$ cat config.mk
export PLATFORM = sky130hd
export DESIGN_NAME = csr_file
export DESIGN_NICKNAME = d
export VERILOG_FILES = /design/src/rtl/csr_file_pkg.sv /design/src/rtl/csr_file_counter64.sv /design/src/rtl/csr_file.sv
export SDC_FILE = /design/constraint.sdc
export NUM_CORES = 1
export LEC_CHECK = 0
export CAP_MARGIN = 20
export CELL_PAD_IN_SITES_DETAIL_PLACEMENT = 1
export CELL_PAD_IN_SITES_GLOBAL_PLACEMENT = 1
export CORE_MARGIN = 5
export CORE_UTILIZATION = 40
export CTS_BUF_LIST = sky130_fd_sc_hd__clkbuf_4 sky130_fd_sc_hd__clkbuf_8
export DETAILED_ROUTE_END_ITERATION = 7
export DONT_BUFFER_PORTS = 1
export PLACE_DENSITY_LB_ADDON = 0.1
export SLEW_MARGIN = 15
export SYNTH_ARGS = -nofsm -noshare
export SYNTH_HDL_FRONTEND = slang
export SYNTH_SLANG_ARGS = --single-unit
$ cat constraint.sdc
create_clock -name clk_in -period 4.8 [get_ports clk_in]
set_input_delay 0.24 -clock clk_in [delete_from_list [all_inputs] [get_ports clk_in]]
set_output_delay 0.24 -clock clk_in [all_outputs]
set_load 0.03 [all_outputs]
$ cat src/rtl/csr_file_pkg.sv
// Shared CSR constants: addresses, mstatus bit positions, write masks and
// address-decode helpers for the machine-mode CSR file.
package csr_file_pkg;

  localparam int unsigned CSR_ADDR_W = 12;
  localparam int unsigned CSR_DATA_W = 32;

  typedef logic [CSR_ADDR_W-1:0] csr_addr_t;
  typedef logic [CSR_DATA_W-1:0] csr_data_t;

  // CSR addresses
  localparam csr_addr_t CSR_ZERO_ADDR  = 12'h000;
  localparam csr_addr_t CSR_MSTATUS    = 12'h300;
  localparam csr_addr_t CSR_MISA       = 12'h301;
  localparam csr_addr_t CSR_MIE        = 12'h304;
  localparam csr_addr_t CSR_MTVEC      = 12'h305;
  localparam csr_addr_t CSR_MSCRATCH   = 12'h340;
  localparam csr_addr_t CSR_MEPC       = 12'h341;
  localparam csr_addr_t CSR_MCAUSE     = 12'h342;
  localparam csr_addr_t CSR_MTVAL      = 12'h343;
  localparam csr_addr_t CSR_MCYCLE     = 12'hB00;
  localparam csr_addr_t CSR_MINSTRET   = 12'hB02;
  localparam csr_addr_t CSR_MCYCLEH    = 12'hB80;
  localparam csr_addr_t CSR_MINSTRETH  = 12'hB82;
  localparam csr_addr_t CSR_CYCLE      = 12'hC00;
  localparam csr_addr_t CSR_INSTRET    = 12'hC02;
  localparam csr_addr_t CSR_CYCLEH     = 12'hC80;
  localparam csr_addr_t CSR_INSTRETH   = 12'hC82;

  // mstatus bit positions
  localparam int unsigned MSTATUS_MIE_BIT  = 3;
  localparam int unsigned MSTATUS_MPIE_BIT = 7;

  // Per-CSR writable masks and fixed read-as-one bits
  localparam csr_data_t MSTATUS_WMASK  = 32'h0000_0088;
  localparam csr_data_t MSTATUS_RO_VAL = 32'h0000_1800;
  localparam csr_data_t MIE_WMASK      = 32'h0000_0888;
  localparam csr_data_t MTVEC_WMASK    = 32'hFFFF_FFFC;
  localparam csr_data_t MEPC_WMASK     = 32'hFFFF_FFFC;
  localparam csr_data_t FULL_WMASK     = 32'hFFFF_FFFF;

  typedef enum logic [1:0] {
    CSR_ACC_NONE = 2'd0,
    CSR_ACC_RO   = 2'd1,
    CSR_ACC_RW   = 2'd2
  } csr_access_e;

  // Classify an address as unimplemented, read-only or read/write
  function automatic csr_access_e csr_access(input csr_addr_t addr);
    csr_access_e acc;
    acc = CSR_ACC_NONE;
    case (addr)
      CSR_MSTATUS, CSR_MIE, CSR_MTVEC, CSR_MSCRATCH,
      CSR_MEPC, CSR_MCAUSE, CSR_MTVAL,
      CSR_MCYCLE, CSR_MCYCLEH, CSR_MINSTRET, CSR_MINSTRETH: acc = CSR_ACC_RW;
      CSR_MISA, CSR_CYCLE, CSR_CYCLEH,
      CSR_INSTRET, CSR_INSTRETH:                            acc = CSR_ACC_RO;
      CSR_ZERO_ADDR:                                        acc = CSR_ACC_NONE;
      default:                                              acc = CSR_ACC_NONE;
    endcase
    return acc;
  endfunction

  // Bits of the write data that land in storage for a given address
  function automatic csr_data_t csr_wmask(input csr_addr_t addr);
    csr_data_t m;
    case (addr)
      CSR_MSTATUS: m = MSTATUS_WMASK;
      CSR_MIE:     m = MIE_WMASK;
      CSR_MTVEC:   m = MTVEC_WMASK;
      CSR_MEPC:    m = MEPC_WMASK;
      default:     m = FULL_WMASK;
    endcase
    return m;
  endfunction

  // Constant bits a CSR always reads back regardless of the write data
  function automatic csr_data_t csr_wfixed(input csr_addr_t addr);
    return (addr == CSR_MSTATUS) ? MSTATUS_RO_VAL : '0;
  endfunction

endpackage

$ cat src/rtl/csr_file_counter64.sv
// 64-bit counter with increment enable, per-half write and carry suppression
// when the high half is written.
module csr_counter64 (
  input  logic        clk,
  input  logic        rst_n,
  input  logic        inc,
  input  logic        wr_lo,
  input  logic        wr_hi,
  input  logic [31:0] wdata,
  output logic [63:0] count
);

  localparam int unsigned HALF_W = 32;

  logic [HALF_W-1:0] lo_q;
  logic [HALF_W-1:0] hi_q;
  logic [HALF_W-1:0] lo_inc;
  logic              carry;

  assign {carry, lo_inc} = {1'b0, lo_q} + (HALF_W+1)'(inc);
  assign count = {hi_q, lo_q};

  // Low-half write freezes the count; high-half write drops the carry
  always_ff @(posedge clk) begin
    if (!rst_n) begin
      lo_q <= '0;
      hi_q <= '0;
    end else if (wr_lo) begin
      lo_q <= wdata;
    end else if (wr_hi) begin
      hi_q <= wdata;
      lo_q <= lo_inc;
    end else begin
      lo_q <= lo_inc;
      hi_q <= hi_q + HALF_W'(carry);
    end
  end

endmodule

$ cat src/rtl/csr_file.sv
// Machine-mode CSR storage: write port from MEM/WB, combinational read port
// to execute, cycle/instret counters and trap/mret state updates.
module csr_file
  import csr_file_pkg::*;
#(
  parameter int unsigned       DATA_W   = 32,
  parameter int unsigned       ADDR_W   = 12,
  parameter logic [DATA_W-1:0] MISA_VAL = 32'h4000_0100
) (
  input  logic              clk_in,
  input  logic              reset_n_in,
  input  logic              csr_we_in,
  input  logic [ADDR_W-1:0] csr_waddr_in,
  input  logic [DATA_W-1:0] csr_wdata_in,
  input  logic              instret_incr_in,
  input  logic [ADDR_W-1:0] csr_raddr_in,
  output logic [DATA_W-1:0] csr_rdata_out,
  output logic              csr_rillegal_out,
  output logic              csr_willegal_out,
  input  logic              trap_in,
  input  logic [DATA_W-1:0] trap_epc_in,
  input  logic [DATA_W-1:0] trap_cause_in,
  input  logic [DATA_W-1:0] trap_tval_in,
  input  logic              mret_in,
  output logic [DATA_W-1:0] mtvec_out,
  output logic [DATA_W-1:0] mepc_out,
  output logic              mie_global_out
);

  csr_addr_t   waddr;
  csr_addr_t   raddr;
  csr_data_t   wdata;
  csr_data_t   wdata_m;
  csr_access_e waccess;
  logic        we_ok;

  logic mstatus_mie_q;
  logic mstatus_mpie_q;
  csr_data_t mie_q;
  csr_data_t mtvec_q;
  csr_data_t mscratch_q;
  csr_data_t mepc_q;
  csr_data_t mcause_q;
  csr_data_t mtval_q;
  logic      willegal_q;

  logic [63:0] mcycle;
  logic [63:0] minstret;

  csr_data_t rdata;
  logic      rillegal;

  assign waddr   = CSR_ADDR_W'(csr_waddr_in);
  assign raddr   = CSR_ADDR_W'(csr_raddr_in);
  assign wdata   = CSR_DATA_W'(csr_wdata_in);
  assign waccess = csr_access(waddr);
  assign we_ok   = csr_we_in && (waccess == CSR_ACC_RW);
  assign wdata_m = (wdata & csr_wmask(waddr)) | csr_wfixed(waddr);

  logic wr_mstatus, wr_mie, wr_mtvec, wr_mscratch, wr_mepc, wr_mcause, wr_mtval;
  assign wr_mstatus  = we_ok && (waddr == CSR_MSTATUS);
  assign wr_mie      = we_ok && (waddr == CSR_MIE);
  assign wr_mtvec    = we_ok && (waddr == CSR_MTVEC);
  assign wr_mscratch = we_ok && (waddr == CSR_MSCRATCH);
  assign wr_mepc     = we_ok && (waddr == CSR_MEPC);
  assign wr_mcause   = we_ok && (waddr == CSR_MCAUSE);
  assign wr_mtval    = we_ok && (waddr == CSR_MTVAL);

  csr_counter64 u_mcycle (
    .clk   (clk_in),
    .rst_n (reset_n_in),
    .inc   (1'b1),
    .wr_lo (we_ok && (waddr == CSR_MCYCLE)),
    .wr_hi (we_ok && (waddr == CSR_MCYCLEH)),
    .wdata (wdata),
    .count (mcycle)
  );

  csr_counter64 u_minstret (
    .clk   (clk_in),
    .rst_n (reset_n_in),
    .inc   (instret_incr_in),
    .wr_lo (we_ok && (waddr == CSR_MINSTRET)),
    .wr_hi (we_ok && (waddr == CSR_MINSTRETH)),
    .wdata (wdata),
    .count (minstret)
  );

  // CSR storage; trap owns mstatus/mepc/mcause/mtval, then mret, then writes
  always_ff @(posedge clk_in) begin
    if (!reset_n_in) begin
      mstatus_mie_q  <= 1'b0;
      mstatus_mpie_q <= 1'b0;
      mie_q          <= '0;
      mtvec_q        <= '0;
      mscratch_q     <= '0;
      mepc_q         <= '0;
      mcause_q       <= '0;
      mtval_q        <= '0;
      willegal_q     <= 1'b0;
    end else begin
      willegal_q <= csr_we_in && (waccess != CSR_ACC_RW);
      if (wr_mie)      mie_q      <= wdata_m;
      if (wr_mtvec)    mtvec_q    <= wdata_m;
      if (wr_mscratch) mscratch_q <= wdata_m;
      if (trap_in) begin
        mepc_q         <= CSR_DATA_W'(trap_epc_in) & MEPC_WMASK;
        mcause_q       <= CSR_DATA_W'(trap_cause_in);
        mtval_q        <= CSR_DATA_W'(trap_tval_in);
        mstatus_mpie_q <= mstatus_mie_q;
        mstatus_mie_q  <= 1'b0;
      end else begin
        if (wr_mepc)   mepc_q   <= wdata_m;
        if (wr_mcause) mcause_q <= wdata_m;
        if (wr_mtval)  mtval_q  <= wdata_m;
        if (mret_in) begin
          mstatus_mie_q  <= mstatus_mpie_q;
          mstatus_mpie_q <= 1'b1;
        end else if (wr_mstatus) begin
          mstatus_mie_q  <= wdata_m[MSTATUS_MIE_BIT];
          mstatus_mpie_q <= wdata_m[MSTATUS_MPIE_BIT];
        end
      end
    end
  end

  // Read mux with same-cycle write bypass for writable addresses
  always_comb begin
    rdata    = '0;
    rillegal = 1'b0;
    case (raddr)
      CSR_MSTATUS: begin
        rdata                   = MSTATUS_RO_VAL;
        rdata[MSTATUS_MIE_BIT]  = mstatus_mie_q;
        rdata[MSTATUS_MPIE_BIT] = mstatus_mpie_q;
      end
      CSR_MISA:                   rdata = CSR_DATA_W'(MISA_VAL);
      CSR_MIE:                    rdata = mie_q;
      CSR_MTVEC:                  rdata = mtvec_q;
      CSR_MSCRATCH:               rdata = mscratch_q;
      CSR_MEPC:                   rdata = mepc_q;
      CSR_MCAUSE:                 rdata = mcause_q;
      CSR_MTVAL:                  rdata = mtval_q;
      CSR_MCYCLE,   CSR_CYCLE:    rdata = mcycle[31:0];
      CSR_MCYCLEH,  CSR_CYCLEH:   rdata = mcycle[63:32];
      CSR_MINSTRET, CSR_INSTRET:  rdata = minstret[31:0];
      CSR_MINSTRETH, CSR_INSTRETH: rdata = minstret[63:32];
      default:                    rillegal = 1'b1;
    endcase
    if (we_ok && (waddr == raddr)) begin
      rdata = wdata_m;
    end
  end

  assign csr_rdata_out    = DATA_W'(rdata);
  assign csr_rillegal_out = rillegal;
  assign csr_willegal_out = willegal_q;
  assign mtvec_out        = DATA_W'(mtvec_q);
  assign mepc_out         = DATA_W'(mepc_q);
  assign mie_global_out   = mstatus_mie_q;

endmodule

# == Word level (Yosys, flattened, before mapping) ==
# Cells that the tools add are included.
# totals
regBits,323
latchBits,0
ram_bits,0
rom_bits,0
inputBits,158
out_inout_bits,99
wordCells,105
mem_count,0
# op_classes
n_addsub,4
n_mul,0
div_mod_pow,0
order_cmp,0
n_eq_ne,35
shift,0
n_mux,21
bitwise_logic,3
n_reduce_logical,28
# ops
cell,n
32-bit one-hot mux with 12 select lines,1
32-bit 2-to-1 mux,11
12-bit by 10-bit equality test with 1-bit output (second input constant),16
12-bit equality test (second input constant),16
32-bit one-hot mux with 3 select lines,1
32-bit by 1-bit adder with 32-bit output,2
32-bit by 1-bit adder with 33-bit output,1
32-bit by 1-bit adder with 33-bit output (second input constant),1
32-bit AND,1
32-bit by 13-bit bitwise OR with 32-bit output,1
16-bit OR reduction,1
1-bit logical AND,14
13-bit 2-to-1 mux,1
12-bit equality test,1
2-bit OR reduction,6
11-bit OR reduction,1
2-bit nonzero test,4
1-bit 2-to-1 mux,6
5-bit OR reduction,1
2-bit one-hot mux with 2 select lines,1
3-bit nonzero test,1
2-bit equality test (second input constant),1
2-bit != test (second input constant),1
1-bit inverter,1

# == Logic depth before layout (Yosys ltp) ==
# depth
word_depth,9
ltp_mapped,13
ltp_nobuf,11

# == Cells and area by module ==
# Synthesis repeated with hierarchy kept, for this count alone.
# hier_totals
cells_unflattened,2338
hier_area_um2,18520.3
# modules_own_cells
module,instances,cells_per_inst,area_per_inst_um2,seq_area_each_um2
csr_file,1,1378,11094.4,3903.7
csr_counter64 at u_mcycle,1,486,3733.6,1281.2
csr_counter64 at u_minstret,1,474,3692.3,1281.2

# == Worst setup path after synthesis ==
# Ideal clock, no wire load.
# synth_path
path_type,reg2reg
from,register u_mcycle.lo_q[11]
to,register u_mcycle.hi_q[28]
setup_time_ns,0.074
arrival_time_ns,3.623
t_required_ns,4.726
slack_ns,1.102
path_stages_with_launch,14
path_buffers,3
synth_period_minus_slack_ns,3.698
path_cell_list,dfxtp_1 buf_2 nand4_1 or4_1 clkbuf_1 buf_2 nor4_1 ha_1 ha_1 nand3_1 nor4_2 nand2_1 or4_1 a31oi_1
# synth_between
elab_chain_cells,3
# synth_rtl
item,line,source
from (decl),csr_file_counter64.sv:15,logic [HALF_W-1:0] lo_q;
from (signal assigned),csr_file_counter64.sv:29,lo_q <= wdata;
from (signal assigned),csr_file_counter64.sv:32,lo_q <= lo_inc;
from (signal assigned),csr_file_counter64.sv:34,lo_q <= lo_inc;
32-bit by 1-bit adder with 33-bit output,csr_file_counter64.sv:20,"assign {carry, lo_inc} = {1'b0, lo_q} + (HALF_W+1)'(inc);"
32-bit by 1-bit adder with 32-bit output,csr_file_counter64.sv:35,hi_q <= hi_q + HALF_W'(carry);
32-bit 2-to-1 mux,csr_file_counter64.sv:30,end else if (wr_hi) begin
to (signal assigned),csr_file_counter64.sv:31,hi_q <= wdata;
to (signal assigned),csr_file_counter64.sv:35,
to (decl),csr_file_counter64.sv:16,logic [HALF_W-1:0] hi_q;
# Every way passes these cells.
# A chain may end at the register's enable or synchronous reset.

# == Worst setup path in the final report ==
# layout_path
from,register u_minstret.lo_q[14]
to,register u_minstret.hi_q[31]
# layout_between
elab_chain_cells,3
# layout_rtl
item,line
from (decl),csr_file_counter64.sv:15
from (signal assigned),csr_file_counter64.sv:29
from (signal assigned),csr_file_counter64.sv:32
from (signal assigned),csr_file_counter64.sv:34
32-bit by 1-bit adder with 33-bit output,csr_file_counter64.sv:20
32-bit by 1-bit adder with 32-bit output,csr_file_counter64.sv:35
32-bit 2-to-1 mux,csr_file_counter64.sv:30
to (signal assigned),csr_file_counter64.sv:31
to (signal assigned),csr_file_counter64.sv:35
to (decl),csr_file_counter64.sv:16
# Every way passes these cells.

==> flow_summary.yaml <==
outcome:
  outcome: "finished clean"
synthesis:
  synth_top_family_by_area: "compound AO/OA/AOI/OAI gates"
  synth-adder-area-share_pct: 0.459
  synth-xor-area-share_pct: 3.44
  syn_area_per_cell_um2: 8.15
  seq_area_frac_synth_pct: 33.9
  synthCells: 2340
  synth_ff_type: "dfxtp_1"
  yosys.area_share.simple_pct: 20.6
  yosys_warnings: 0
  synth_edf_count: 0
  muxShareOfSynthArea_pct: 6.48
  syn-cell-area_mm2: 0.0191
  ys_async_sr_fraction_pct: 0
  ys_types: 87
  syn-num-nets: 2505
  ys_ff_latch: 323
  synth-compound-area-share_pct: 29.7
pwr:
  switchingPower_mw: 1.83
  leakagePower_nw: 8.62
  powerDensity_mw_per_mm2: 280
  ir_worst_vdd_v: 0.000249
  switching_share_pct: 28.1
  cell_internal_pwr_mw: 4.67
  power_frac_comb_pct: 9.3
  sequentialPowerShare_pct: 43.6
  p_clk_share_pct: 47.1
floorplanning:
  pin_count: 257
  die-height_um: 228
  die_area_mm2: 0.0521
  die_w_um: 228
  core-area_mm2: 0.0474
  core.rowCount: 80
  initial_core_util_pct: 40.2
sta:
  finalCritPeriodShare_pct: 87.3
  rsz0062_at_grt: "no"
  fin_crit_ns: 4.19
  skew_ns: 0.0317
  report.final.setup_viol: 0
  setup_tns_ns: 0
  slew_headroom_pct: 23.7
  hold_viol: 0
  max_freq_mhz: 239
  drv_slew: 0
  tightest_slew_ns: 1.14
routing:
  drcViolationCount: 0
  wl_per_cell_um: 32.2
  totalWireLength_um: 101000
  drt_iter0_drc: 2237
  first_pass_iters: 6
  drt-vias-per-instance: 6.79
  ant_nets: 0
  via_count: 21400
clock_tree:
  cts_tree: "done"
  cts_hold_buf: 230
  h-tree-depth: 3
  clk_latency_ns: 0.68
  cts.clk_slew.worst_paths_ns: 0.06
  clock_sinks: 323
  cts_buffers: 66
  clockBufferDepth: 3
  cts-root-buf: "clkbuf_8"
  cts_resized: 0
  postCtsSetupBuffers: 0
placed_design:
  place_area_mm2: 0.0195
  dp_hpwl_um: 64400
  dp_cells: 2795
  gp_congestion: 0.912
  port-buffer-count: 0
global_routing:
  antenna_found_initial: 16
  grt_pass1_wl_um: 148000
  grt_usage_pct: 36.9
  grt_overflow: 0
  grt_pass1_vias: 21700
  grt_max_degree: 90
final_layout:
  fillerInstances: 5544
  post-route-util_pct: 48.9
  final-seq-area_mm2: 0.00647
  drive_gt1_share_pct: 10.2
  design_area_mm2: 0.0232
  multi_input_area_mm2: 0.0117
  area_growth_pct: 21.6
  stdcell_count: 3148
  layout.nets: 2643
setup_path:
  worstSetupStartpoint: "u_minstret.lo_q[14]"
  critPathRequiredTime_ns: 5.33
  crit_family: "simple AND/OR/NAND/NOR gates"
  crit_cells: 10
  reg2regPathDepth: 10
  slowest_stage: "or4_1"
  cp-end-kind: "flop"
  rr_endpoint: "u_minstret.hi_q[31]"
  cp_cell_sequence: "and4_1, nand4_1, nor3_1, and4_1, ha_1, nand2_1, or4_1, or2_1, o311a_1, o31a_1"
  critPathMaxStageDelay_ns: 0.64
  crit_type: "reg2reg"
  cp-start-kind: "flop"
  worst-r2r-setup-slack_ns: 0.61
  crit_path_frequent_cell: "and4_1"
  worstPathArrival_ns: 4.72
  crit_end: "u_minstret.hi_q[31]"
  r2r_start: "u_minstret.lo_q[14]"
  crit_buf_inv: 0
  cp_max_fo: 8
hold_path:
  hold_class: "in2reg"
  holdPathStages: 3
job:
  max-cap-violations: 0
sequential cells by signal, summed over array words and instances (netlist names):
register          cells
mtval_q              32
mcause_q             32
mepc_out             32
csr_willegal_out      1
u_mcycle.lo_q        32
u_minstret.lo_q      32
mscratch_q           32
u_minstret.hi_q      32
mstatus_mpie_q        1
mtvec_out            32
u_mcycle.hi_q        32
mie_global_out        1
mie_q                32
Yosys cell counts (all sizes together) (46+ instances only):
master / count / area, um^2
mux2i: 101 / 1010
nand3: 110 / 556
o211a: 95 / 951
o21ai: 203 / 1180
a21oi: 253 / 1270
buf: 46 / 256
a211oi: 46 / 345
nand4: 52 / 325
nand2: 175 / 657
nor3: 63 / 347
nor2: 94 / 353
dfxtp: 323 / 6470
clkbuf: 173 / 649
nor4: 48 / 365
xnor2: 51 / 447
final cells by class:
class | instances | area share [%]
Antenna cell | 11 | 0.119
Clock buffer | 103 | 5.36
Clock inverter | 9 | 0.351
Inverter | 37 | 0.615
Multi-Input combinational cell | 1761 | 50.4
Sequential cell | 323 | 27.9
Tap cell | 615 | 3.32
Timing Repair Buffer | 289 | 12.0
metal layers:
layer / track usage (%) / part of all wire (%) / vias to the layer above
li1: - / - / 9149
met1: 47.7 / 40 / 10800
met2: 58.4 / 45 / 1185
met3: 10.9 / 10 / 267
met4: 14.4 / 4.3 / 2
met5: 0 / 0.014 / -
cell usage in the layout, fill, tap and decap left out, drive strengths merged, types with 8 or more instances in the layout:
cell | Yosys | final
a211oi | 46 | 46
a21oi | 253 | 253
a222oi | 10 | 10
a22o | 11 | 11
a22oi | 42 | 42
a31oi | 21 | 21
a32oi | 15 | 15
and2 | 43 | 43
and3 | 43 | 43
and4 | 18 | 18
buf | 46 | 61
clkbuf | 173 | 103
dfxtp | 323 | 323
diode | 0 | 11
dlygate4sd3 | 0 | 228
inv | 36 | 39
mux2 | 18 | 18
mux2i | 101 | 101
nand2 | 175 | 175
nand3 | 110 | 110
nand4 | 52 | 52
nor2 | 94 | 94
nor3 | 63 | 63
nor4 | 48 | 48
nor4b | 12 | 12
o2111ai | 9 | 9
o211a | 95 | 95
o211ai | 12 | 12
o21a | 9 | 9
o21ai | 203 | 203
o22ai | 32 | 32
o2bb2ai | 10 | 10
or3 | 8 | 8
or4 | 8 | 8
xnor2 | 51 | 51
xor2 | 24 | 24
power groups by stage:
| stage | logic, mW | clock network (mW) | registers, mW |
|---|---|---|---|
| final | 0.603 | 3.06 | 2.84 |
| after global routing | 0.631 | 3.20 | 2.84 |
| after global placement | 0.312 | 0 | 2.89 |
| after floorplan | 0.306 | 0 | 2.86 |
| after CTS | 0.566 | 3.07 | 2.83 |
| after detailed placement | 0.322 | 0 | 2.89 |
through the flow:
stage          total power [mW]  setup WS (ns)  hold slack [ns]
2_1_floorplan              3.17           1.10            0.376
3_3_place_gp               3.20          0.886            0.377
3_5_place_dp               3.21          0.799            0.382
4_1_cts                    6.46          0.751          0.00269
5_1_grt                    6.67          0.572          0.00253
6_report                   6.50          0.609           0.0362
worst min-delay path: stages:
cell and delay (ns):
o31ai_1 0.12, a31oi_1 0.17, o21a_1 0.13
worst min path at each step:
stage                      from                   to  slack [ns]
3_5_place_dp    trap_epc_in[17]         mepc_out[17]        0.38
3_3_place_gp         reset_n_in   u_minstret.hi_q[7]        0.38
5_1_grt        csr_wdata_in[28]  u_minstret.hi_q[28]       0.003
4_1_cts        csr_wdata_in[17]       mscratch_q[17]       0.003
2_1_floorplan   csr_wdata_in[3]         mtvec_out[3]        0.38
6_report       csr_wdata_in[28]  u_minstret.hi_q[28]        0.04
cells by family (layout without fill, tap and decap cells):
family	after synthesis	count (layout)
buffers and inverters	256	438
AO/OA/AOI/OAI	837	837
other	0	11
flip-flops	323	323
XOR/XNOR	75	75
multiplexers	120	120
adder cells (fa/ha/maj)	7	7
AND/OR/NAND/NOR	722	722
(Power assumes the default switching activity.)
